<file path="src/rtl/serial_subtractor_if.sv">
// Start/done handshake and operand/result bus for the bit-serial subtractor.
// The master side (controlling block) issues a start with the operands.
// The slave side (the subtractor) returns busy, done and the result.
interface serial_subtractor_if #(
  parameter int WIDTH = 8
);

  logic             start;
  logic [WIDTH-1:0] a;
  logic [WIDTH-1:0] b;
  logic             bin;
  logic             busy;
  logic             done;
  logic [WIDTH-1:0] diff;
  logic             bout;

  modport master (
    output start,
    output a,
    output b,
    output bin,
    input  busy,
    input  done,
    input  diff,
    input  bout
  );

  modport slave (
    input  start,
    input  a,
    input  b,
    input  bin,
    output busy,
    output done,
    output diff,
    output bout
  );

endinterface

</file>
<file path="src/rtl/serial_subtractor.sv">
// Bit-serial subtractor computing diff = a - b - bin, one bit per clock, LSB first.
// A single full-subtractor cell is reused every cycle. The borrow is carried in a flop
// between bits. The result is assembled in a private shift register and copied to
// diff/bout only on the last bit, so partial results never appear on the outputs.
module serial_subtractor #(
  parameter int WIDTH = 8
) (
  input  logic                clk,
  input  logic                rst_n,
  serial_subtractor_if.slave  sub
);

  // The counter must hold values 0..WIDTH.
  localparam int CW = $clog2(WIDTH + 1);

  typedef enum logic {
    IDLE = 1'b0,
    RUN  = 1'b1
  } state_t;

  state_t           state_q;
  state_t           state_d;

  logic [WIDTH-1:0] a_q;
  logic [WIDTH-1:0] a_d;
  logic [WIDTH-1:0] b_q;
  logic [WIDTH-1:0] b_d;
  logic [WIDTH-1:0] res_q;
  logic [WIDTH-1:0] res_d;
  logic [WIDTH-1:0] diff_q;
  logic [WIDTH-1:0] diff_d;
  logic             br_q;
  logic             br_d;
  logic             bout_q;
  logic             bout_d;
  logic             done_q;
  logic             done_d;
  logic [CW-1:0]    cnt_q;
  logic [CW-1:0]    cnt_d;

  logic             a0;
  logic             b0;
  logic             d_bit;
  logic             borrow_next;
  logic             last_bit;

  // One full-subtractor cell acting on the low bits of the operand shift registers.
  always_comb begin
    a0          = a_q[0];
    b0          = b_q[0];
    d_bit       = a0 ^ b0 ^ br_q;
    borrow_next = (~a0 & b0) | (~(a0 ^ b0) & br_q);
    last_bit    = (cnt_q == CW'(WIDTH - 1));
  end

  // State register; reset aborts any operation in flight.
  always_ff @(posedge clk or negedge rst_n) begin
    if (!rst_n) begin
      state_q <= IDLE;
    end else begin
      state_q <= state_d;
    end
  end

  // Next-state logic. Start is only looked at while idle, so a start during a run is dropped.
  always_comb begin
    state_d = state_q;
    case (state_q)
      IDLE: begin
        if (sub.start) begin
          state_d = RUN;
        end
      end
      RUN: begin
        if (last_bit) begin
          state_d = IDLE;
        end
      end
      default: begin
        state_d = IDLE;
      end
    endcase
  end

  // Outputs decoded from the state and the result/flag registers.
  always_comb begin
    sub.busy = (state_q == RUN);
    sub.done = done_q;
    sub.diff = diff_q;
    sub.bout = bout_q;
  end

  // Datapath next values: load on an accepted start, shift one bit per RUN cycle.
  // The result is published on the last bit.
  always_comb begin
    a_d    = a_q;
    b_d    = b_q;
    res_d  = res_q;
    br_d   = br_q;
    cnt_d  = cnt_q;
    diff_d = diff_q;
    bout_d = bout_q;
    done_d = 1'b0;
    case (state_q)
      IDLE: begin
        if (sub.start) begin
          a_d   = sub.a;
          b_d   = sub.b;
          br_d  = sub.bin;
          res_d = '0;
          cnt_d = '0;
        end
      end
      RUN: begin
        res_d            = res_q >> 1;
        res_d[WIDTH-1]   = d_bit;
        a_d              = a_q >> 1;
        b_d              = b_q >> 1;
        br_d             = borrow_next;
        cnt_d            = cnt_q + CW'(1);
        if (last_bit) begin
          diff_d = res_d;
          bout_d = borrow_next;
          done_d = 1'b1;
        end
      end
      default: begin
        done_d = 1'b0;
      end
    endcase
  end

  // Datapath registers, all cleared asynchronously by reset.
  always_ff @(posedge clk or negedge rst_n) begin
    if (!rst_n) begin
      a_q    <= '0;
      b_q    <= '0;
      res_q  <= '0;
      br_q   <= 1'b0;
      cnt_q  <= '0;
      diff_q <= '0;
      bout_q <= 1'b0;
      done_q <= 1'b0;
    end else begin
      a_q    <= a_d;
      b_q    <= b_d;
      res_q  <= res_d;
      br_q   <= br_d;
      cnt_q  <= cnt_d;
      diff_q <= diff_d;
      bout_q <= bout_d;
      done_q <= done_d;
    end
  end

endmodule
</file>
<file path="src/flat_wrapper.sv">
// flat-port wrapper written by rule: the top's interface ports become plain ports
module serial_subtractor_flat 
#(
  parameter int WIDTH = 8
)
  (clk, rst_n, sub_start, sub_a, sub_b, sub_bin, sub_busy, sub_done, sub_diff, sub_bout);
  serial_subtractor_if #(.WIDTH(WIDTH)) sub_i ();
  input  logic clk;
  input  logic rst_n;
  input wire logic [$bits(sub_i.start)-1:0] sub_start;
  input wire logic [$bits(sub_i.a)-1:0] sub_a;
  input wire logic [$bits(sub_i.b)-1:0] sub_b;
  input wire logic [$bits(sub_i.bin)-1:0] sub_bin;
  output wire logic [$bits(sub_i.busy)-1:0] sub_busy;
  output wire logic [$bits(sub_i.done)-1:0] sub_done;
  output wire logic [$bits(sub_i.diff)-1:0] sub_diff;
  output wire logic [$bits(sub_i.bout)-1:0] sub_bout;
  assign sub_i.start = sub_start;
  assign sub_i.a = sub_a;
  assign sub_i.b = sub_b;
  assign sub_i.bin = sub_bin;
  assign sub_busy = sub_i.busy;
  assign sub_done = sub_i.done;
  assign sub_diff = sub_i.diff;
  assign sub_bout = sub_i.bout;
  serial_subtractor #(.WIDTH(WIDTH)) u_core (.clk(clk), .rst_n(rst_n), .sub(sub_i));
endmodule
</file>
<file path="config.mk">
export PLATFORM = sky130hd
export DESIGN_NAME = serial_subtractor_flat
export DESIGN_NICKNAME = d
export VERILOG_FILES = /design/src/rtl/serial_subtractor_if.sv /design/src/rtl/serial_subtractor.sv /design/src/flat_wrapper.sv
export SDC_FILE = /design/constraint.sdc
export NUM_CORES = 1
export LEC_CHECK = 0
export ABC_CLOCK_PERIOD_IN_PS = 1600
export CORE_MARGIN = 5
export CORE_UTILIZATION = 25
export CTS_CLUSTER_DIAMETER = 200
export DETAILED_ROUTE_END_ITERATION = 10
export PLACE_DENSITY = 0.5
export SYNTH_ARGS = -nofsm -noshare
export SYNTH_HDL_FRONTEND = slang
export SYNTH_SLANG_ARGS = --single-unit
</file>
<file path="constraint.sdc">
create_clock -name clk -period 1.6 [get_ports clk]
set_input_delay 0.32 -clock clk [delete_from_list [all_inputs] [get_ports clk]]
set_output_delay 0.32 -clock clk [all_outputs]
set_load 0.05 [all_outputs]
</file>
Word-level counts from Yosys, hierarchy flattened
Cells that the tools add are included.

Flip-flop bits (word level): 40. Input port bits: 20. Output and inout bits: 11. Word-level logic and storage cells: 36.

$add $sub $neg: 1. Equality and inequality tests: 2. Multiplexer cells: 15. Bitwise logic cells: 8. Reduce and logical (&&, ||, !) cells: 1.

Operators with widths (count): $pmux 8 s2 (3); $mux 8 (3); $pmux 4 s2 (1); $mux 1 (5); $add 4x1->4 const B (1); $eq 4x3->1 const B (1); $mux 4 (1); $pmux 1 s2 (2); $not 1->1 (3); $and 1x1->1 (2); $ne 2x2->1 const B (1); $reduce_and 2->1 (1); $xor 1x1->1 (2); $or 1x1->1 (1).

Longest topological paths before layout
Gate-level depths: netlist of run 1.

Word-level depth: 5. Gate-level depth with buffers: 5. Gate-level depth less buffers: 4.

Least setup slack after synthesis of run 1
Ideal clock, no wire load.

Kind: reg-to-reg. From: register u_core.state_q, in the netlist u_core.sub.busy. To: register u_core.diff_q[0], in the netlist u_core.sub.diff[0]. Library setup time: 125 ps. Arrival time: 1349 ps. Data required time: 1475 ps. Setup slack: 126 ps. Cell stages (with the launch flop): 4. Path buffers: 1. Clock period less this slack: 1474 ps. Cell sequence: dfrtp_1 -> nand4b_1 -> buf_6 -> mux2_4.

Word-level cells in the longest chain between the ends: 1.

Ends and longest elaborated chain: start: declaration (line serial_subtractor.sv:21) `state_t state_q;`; start signal: assignment (line serial_subtractor.sv:61) `state_q <= state_d;`; $reduce_and 2->1 (no source line); end signal: assignment (line serial_subtractor.sv:150) `diff_q <= diff_d;`; end: declaration (line serial_subtractor.sv:30) `logic [WIDTH-1:0] diff_q;`.

No other way between the ends. A chain may end at the register's enable or synchronous reset.

Worst setup path in the final report of run 1
From: register u_core.state_q, in the netlist u_core.sub.busy. To: output sub_busy.

RTL lines: end: declaration (line flat_wrapper.sv:14) `output wire logic [$bits(sub_i.busy)-1:0] sub_busy;`.

No word-level cell between the ends.

==> results of run 1 <==
critical path, stage by stage, from the launching register on:
cell and delay, ns:
dfrtp_2 0.47, buf_4 0.20, buf_12 0.15
worst max-delay path by stage:
stage / depth (start not counted) / end / from
after floorplan: 3 / u_core.sub.diff[0] / u_core.sub.busy
after global placement: 5 / u_core.br_q / sub_start
after detailed placement: 5 / u_core.br_q / sub_start
after CTS: 2 / sub_busy / u_core.sub.busy
after global routing: 2 / sub_busy / u_core.sub.busy
final: 2 / sub_busy / u_core.sub.busy
placed cells by master (no fill, tap or decap), types with 2 or more instances in the layout:
cell,count
o21ai_0,20
buf_12,8
clkdlybuf4s50_1,18
mux2_2,2
a22o_1,5
nand2_1,20
dfrtp_1,38
clkbuf_8,7
inv_1,3
mux2_4,7
nor2_1,4
mux2i_1,16
nand2b_1,5
buf_4,12
flip-flops by register name (all words and copies together), names as in the netlist:
signal	cells
u_core.b_q	8
u_core.sub.diff	8
u_core.sub.busy	1
u_core.cnt_q	4
u_core.res_q	7
u_core.sub.done	1
u_core.sub.bout	1
u_core.a_q	8
u_core.br_q	1
metrics by stage:
| stage | power [mW] | hold WS, ns | util (%) | cells | setup slack (ns) |
|---|---|---|---|---|---|
| floorplan | 2.89 | 0.0244 | - | 139 | 0.126 |
| global placement | 3.60 | 0.119 | 33.5 | 246 | 0.0911 |
| detailed placement | 3.68 | 0.122 | 33.5 | 246 | 0.0650 |
| finish | 4.35 | 0.351 | 35.3 | 255 | 0.163 |
| CTS | 4.42 | 0.342 | 35.3 | 255 | 0.0697 |
| global route | 4.66 | 0.363 | 35.3 | 255 | 0.102 |
cell type report:
| type | count | share of cell area [%] |
|---|---|---|
| sequential | 39 | 43.1 |
| multi-input combinational | 88 | 28.1 |
| timing repair buffer | 40 | 19.7 |
| clock buffer | 8 | 4.42 |
| tap | 77 | 4.25 |
| inverter | 3 | 0.497 |
what timing repair did:
item | CTS | global route
endpoints found under the hold margin | 1 | 0
hold buffers | 1 | 0
resized for setup | 0 | 1
setup endpoints to repair | 0 | 1
cell families (layout without fill, tap and decap cells):
kind of cell / count (synthesis) / count (layout) / share of synthesized area [%]
compound gates: 27 / 27 / 9.33
flops: 39 / 39 / 58.2
simple gates: 32 / 32 / 8.43
xor+xnor: 2 / 2 / 1.04
mux: 25 / 25 / 17.2
fa+ha+maj: 2 / 2 / 1.94
buf+inv: 12 / 51 / 3.88
report_power, final:
part | switching, mW | total [mW] | internal [mW]
combinational | 0.961 | 1.92 | 0.955
clock | 0.328 | 0.721 | 0.393
sequential | 0.321 | 1.71 | 1.39
layer usage:
metal  vias up  wire (µm)  track usage [%]
met5         -          0                0
met4         0         42             2.60
met3         7        247             3.36
met2        30       1590             14.0
met1       558       1500             11.1
li1        546          -                -
cells in the mapped netlist (3+ instances only):
library cell	n	area [µm²]
dfrtp_1	39	976
nand2_1	20	75.1
o21ai_0	20	100
mux2i_1	16	160
mux2_4	7	105
a22o_1	5	43.8
nand2b_1	5	31.3
buf_2	4	20.0
nor2_1	4	15.0
inv_1	3	11.3
==> impl_metrics.toml, run 1 <==
[logic_synthesis]
synth.net_count = 161
syn_inst = 139
synth_ff_type = "dfrtp_1"
synth-seq-cells = 39
ys_seq_area_share_pct = 58.2
syn_area_mm2 = 0.00168
async_reset_ff_share_pct = 100
syn-mean-instance-area_um2 = 12.1
ys_types = 23
yosys_warnings = 0
synth_edf_count = 0

[drt]
post-route-drc-count = 0
drtIter0Drc = 63
drt-pass1-iter-count = 2
wl_per_cell_um = 13.3
ant_nets = 0
wl_um = 3380
vias = 1141
routed_via_density = 4.47

[cts]
clockRootBuffer = "clkbuf_8"
cts_htree_levels = 2
insertion_delay_ns = 0.29
cts_setup_buffers = 0
clk_pin_slew_ns = 0.07
cts_buffer_depth = 2
cts_tree = "built"
cts_sinks = 39
cts_buffers = 5

[finish]
syn_to_final_growth_pct = 35.1
final_layout_size_suffix_gt1_share_pct = 21.3
regArea_um2 = 977
diodes = 0
multi_input_area_um2 = 636
final_area_mm2 = 0.00227
fin_nets = 199
fill_cells = 630

[global_route]
grt_pass1_wl_um = 6010
grt_max_degree = 39
grt_pass1_vias = 1259
grt_usage_pct = 8.78
grt_overflow = 0
antenna_found_initial = 0

[sta]
finalHoldViolations = 0
clock.fmax_mhz = 696
layout_min_cycle_time_ns = 1.44
tightest_slew_ns = 0.445
fin_crit_sh_pct = 89.8
final-setup-viol-count = 0
grt_setup_unrepaired = "false"
tns_ns = 0
slew_headroom_pct = 70.2
drv_slew = 0
finalClockSkew_ns = 0.00303

[critical_path]
critPathKind = "flip-flop to output port"
critical_path_required_ns = 1.28
ff2ff_path_depth = 4
arrival_ns = 1.12
r2r_end = "u_core.sub.diff[7]"
critical_path.endpoint_type = "output port"
startpoint_type = "flip-flop"
rrSetupSlack_ns = 0.17
timing.rr.start = "u_core.cnt_q[0]"
cp_max_fo = 12

[die]
die_y_um = 91.9
dieArea_mm2 = 0.00844
rows = 29
ioPinCount = 31
core_mm2 = 0.00642
start_util_pct = 26.1
dieWidth_um = 91.9

[run_status]
status = "complete, no violations"

[min_path]
hold_class = "primary input to async pin"

[placed_design]
io_buffers = 30
post_dp_cell_area_mm2 = 0.00215
gp_congestion = 0.795
dp_hpwl_um = 2490

[power_and_ir_drop]
ir_worst_vdd_v = 0.000606
power.density_mw_per_mm2 = 1920
p_leak_nw = 1.06

[job]
drv_cap = 0
Note: power is estimated with default switching activity, not from simulation.
==> run 2, diff against run 1 <==
- ABC_CLOCK_PERIOD_IN_PS: 1600 -> 1800
- SLEW_MARGIN: default -> 20
- clock period: 1.6 -> 1.8 ns (I/O delays scaled with it)
==> run 2 against run 1 <==
  * Combinational power decreased by 19%
  * Total power fell by 16%
  * Sequential share of layout area rose by 1.8 points
  * Largest cell class unchanged
  * Clock-buffer cell count stayed put
  * Worst hold slack worse by 0.34 ns
  * Clock power fell by 12%
  * Flip-flop and latch count is the same
  * Utilization shrank 1.5 points
  * Critical path depth is 2 higher
  * Clock skew up 0.0015 ns
  * First-iteration DRC count decreased by 32%
==> impl_metrics.toml, run 2 (same netlist as run 1, synthesis figures left out) <==
[sta]
drv_slew = 0
tightest_slew_ns = 0.445
grt_setup_unrepaired = "false"
final-setup-viol-count = 0
tns_ns = 0
slew_headroom_pct = 70.3
finalClockSkew_ns = 0.00457
finalHoldViolations = 0
fin_crit_sh_pct = 79.8
layout_min_cycle_time_ns = 1.44
clock.fmax_mhz = 696

[job]
drv_cap = 0

[critical_path]
startpoint_type = "flip-flop"
path_cells = "ha_1, nand4b_1, buf_4, mux2_2"
critPathKind = "flip-flop to flip-flop"
cp-startpoint = "u_core.cnt_q[0]"
ff2ff_path_depth = 4
arrival_ns = 1.61
cpLargestDelayFamily = "flip-flops"
timing.rr.start = "u_core.cnt_q[0]"
worst-path-stages = 4
cp_max_fo = 8
crit_slowest_cell = "dfrtp_1"
critical_path.endpoint_type = "flip-flop"
max_stage_delay_ns = 0.41
critical_path_required_ns = 1.97
worst-path-buf-inv = 1

[power_and_ir_drop]
net-switching-power_mw = 1.38
combPwrFrac_pct = 42.5
p_total_mw = 3.65
p_leak_nw = 1.03
switching_share_pct = 37.7
intPower_mw = 2.27
pwr-share-seq_pct = 40.1
power.density_mw_per_mm2 = 1680
clockPowerShare_pct = 17.4
ir_worst_vdd_v = 0.000447

[global_route]
grt_max_degree = 39
grt_pass1_wl_um = 5800
grt_pass1_vias = 1274
grt_usage_pct = 8.58
antenna_found_initial = 0
grt_overflow = 0

[drt]
drt-pass1-iter-count = 4
vias = 1126
ant_nets = 0
post-route-drc-count = 0
wl_um = 3230
routed_via_density = 4.45
wl_per_cell_um = 12.8
drtIter0Drc = 43

[finish]
layout_common_cells = "39 x dfrtp_1, 20 x nand2_1, 20 x o21ai_0"
final_common_cell = "dfrtp_1"
fin_nets = 197
fill_cells = 657
fin_util_pct = 33.8
final_area_mm2 = 0.00217
syn_to_final_growth_pct = 29.6
diodes = 0
final_layout_size_suffix_gt1_share_pct = 20.5
fin_cells = 253

[placed_design]
io_buffers = 30
post_dp_cell_area_mm2 = 0.00207
dp.cells = 245
gp_congestion = 0.721
dp_hpwl_um = 2400

[run_status]
status = "complete, no violations"

[cts]
clockRootBuffer = "clkbuf_8"
clk_pin_slew_ns = 0.07
cts_buffer_depth = 2
insertion_delay_ns = 0.28
cts_buffers = 5
cts_setup_buffers = 0
cts-resized-gates = 0
cts_htree_levels = 2
cts_sinks = 39
hold_buffers = 0
cts_tree = "built"

[die]
core_mm2 = 0.00642
ioPinCount = 31
dieArea_mm2 = 0.00844
die_y_um = 91.9
dieWidth_um = 91.9
rows = 29
start_util_pct = 26.1

[min_path]
hold_class = "primary input to async pin"
## run 2: cell types whose count changed in the layout (fill, tap and decap cells not counted)
cell	before	now
buf_12	8	2
buf_4	12	17
dfrtp_1	38	39
dfrtp_2	1	0
dlygate4sd3_1	1	0
## run 2: area by class of cell
class | instances | area (µm²) | share of cell area, %
Multi-Input combinational cell | 88 | 636 | 29.3
Sequential cell | 39 | 976 | 44.9
Clock buffer | 8 | 100 | 4.61
Inverter | 3 | 11.3 | 0.518
Timing Repair Buffer | 38 | 353 | 16.2
Tap cell | 77 | 96.3 | 4.44
## run 2: path summary, 6_finish.rpt
| kind | end | slack [ns] |
|---|---|---|
| max | u_core.sub.diff[7] | 0.36 |
| min | u_core.b_q[7] | 0.01 |
| max reg2reg | u_core.sub.diff[7] | 0.36 |
| min reg2reg | u_core.b_q[1] | 0.49 |
| max in group asynchronous | u_core.res_q[7] | 1.32 |
| min in group clk | u_core.b_q[1] | 0.49 |
## run 2: worst reg2reg max path, cell delays in order, from the launching register on
cell and delay [ns]:
dfrtp_1 0.41, ha_1 0.24, nand4b_1 0.14, buf_4 0.20, mux2_2 0.34
## run 2: stage by stage
| stage | setup WS [ns] | hold WS (ns) |
|---|---|---|
| 2_1_floorplan | 0.326 | 0.0644 |
| 3_3_place_gp | 0.203 | 0.323 |
| 3_5_place_dp | 0.194 | 0.337 |
| 4_1_cts | 0.351 | 0.0201 |
| 5_1_grt | 0.296 | 0.0330 |
| 6_report | 0.363 | 0.0124 |
## run 2: power groups by stage
| stage | Sequential [mW] | Combinational [mW] | Clock [mW] |
|---|---|---|---|
| after global routing | 1.52 | 1.71 | 0.701 |
| after floorplan | 1.80 | 0.764 | 0 |
| final | 1.47 | 1.55 | 0.634 |
| after global placement | 1.47 | 1.54 | 0 |
| after detailed placement | 1.48 | 1.58 | 0 |
| after CTS | 1.47 | 1.58 | 0.671 |
## run 2: layer usage
metal	vias to the layer above	track usage, %	routed length (µm)
met3	6	3.36	238
met5	-	0	0
met4	0	3.47	55
li1	546	-	-
met2	30	13.7	1470
met1	544	10.4	1480
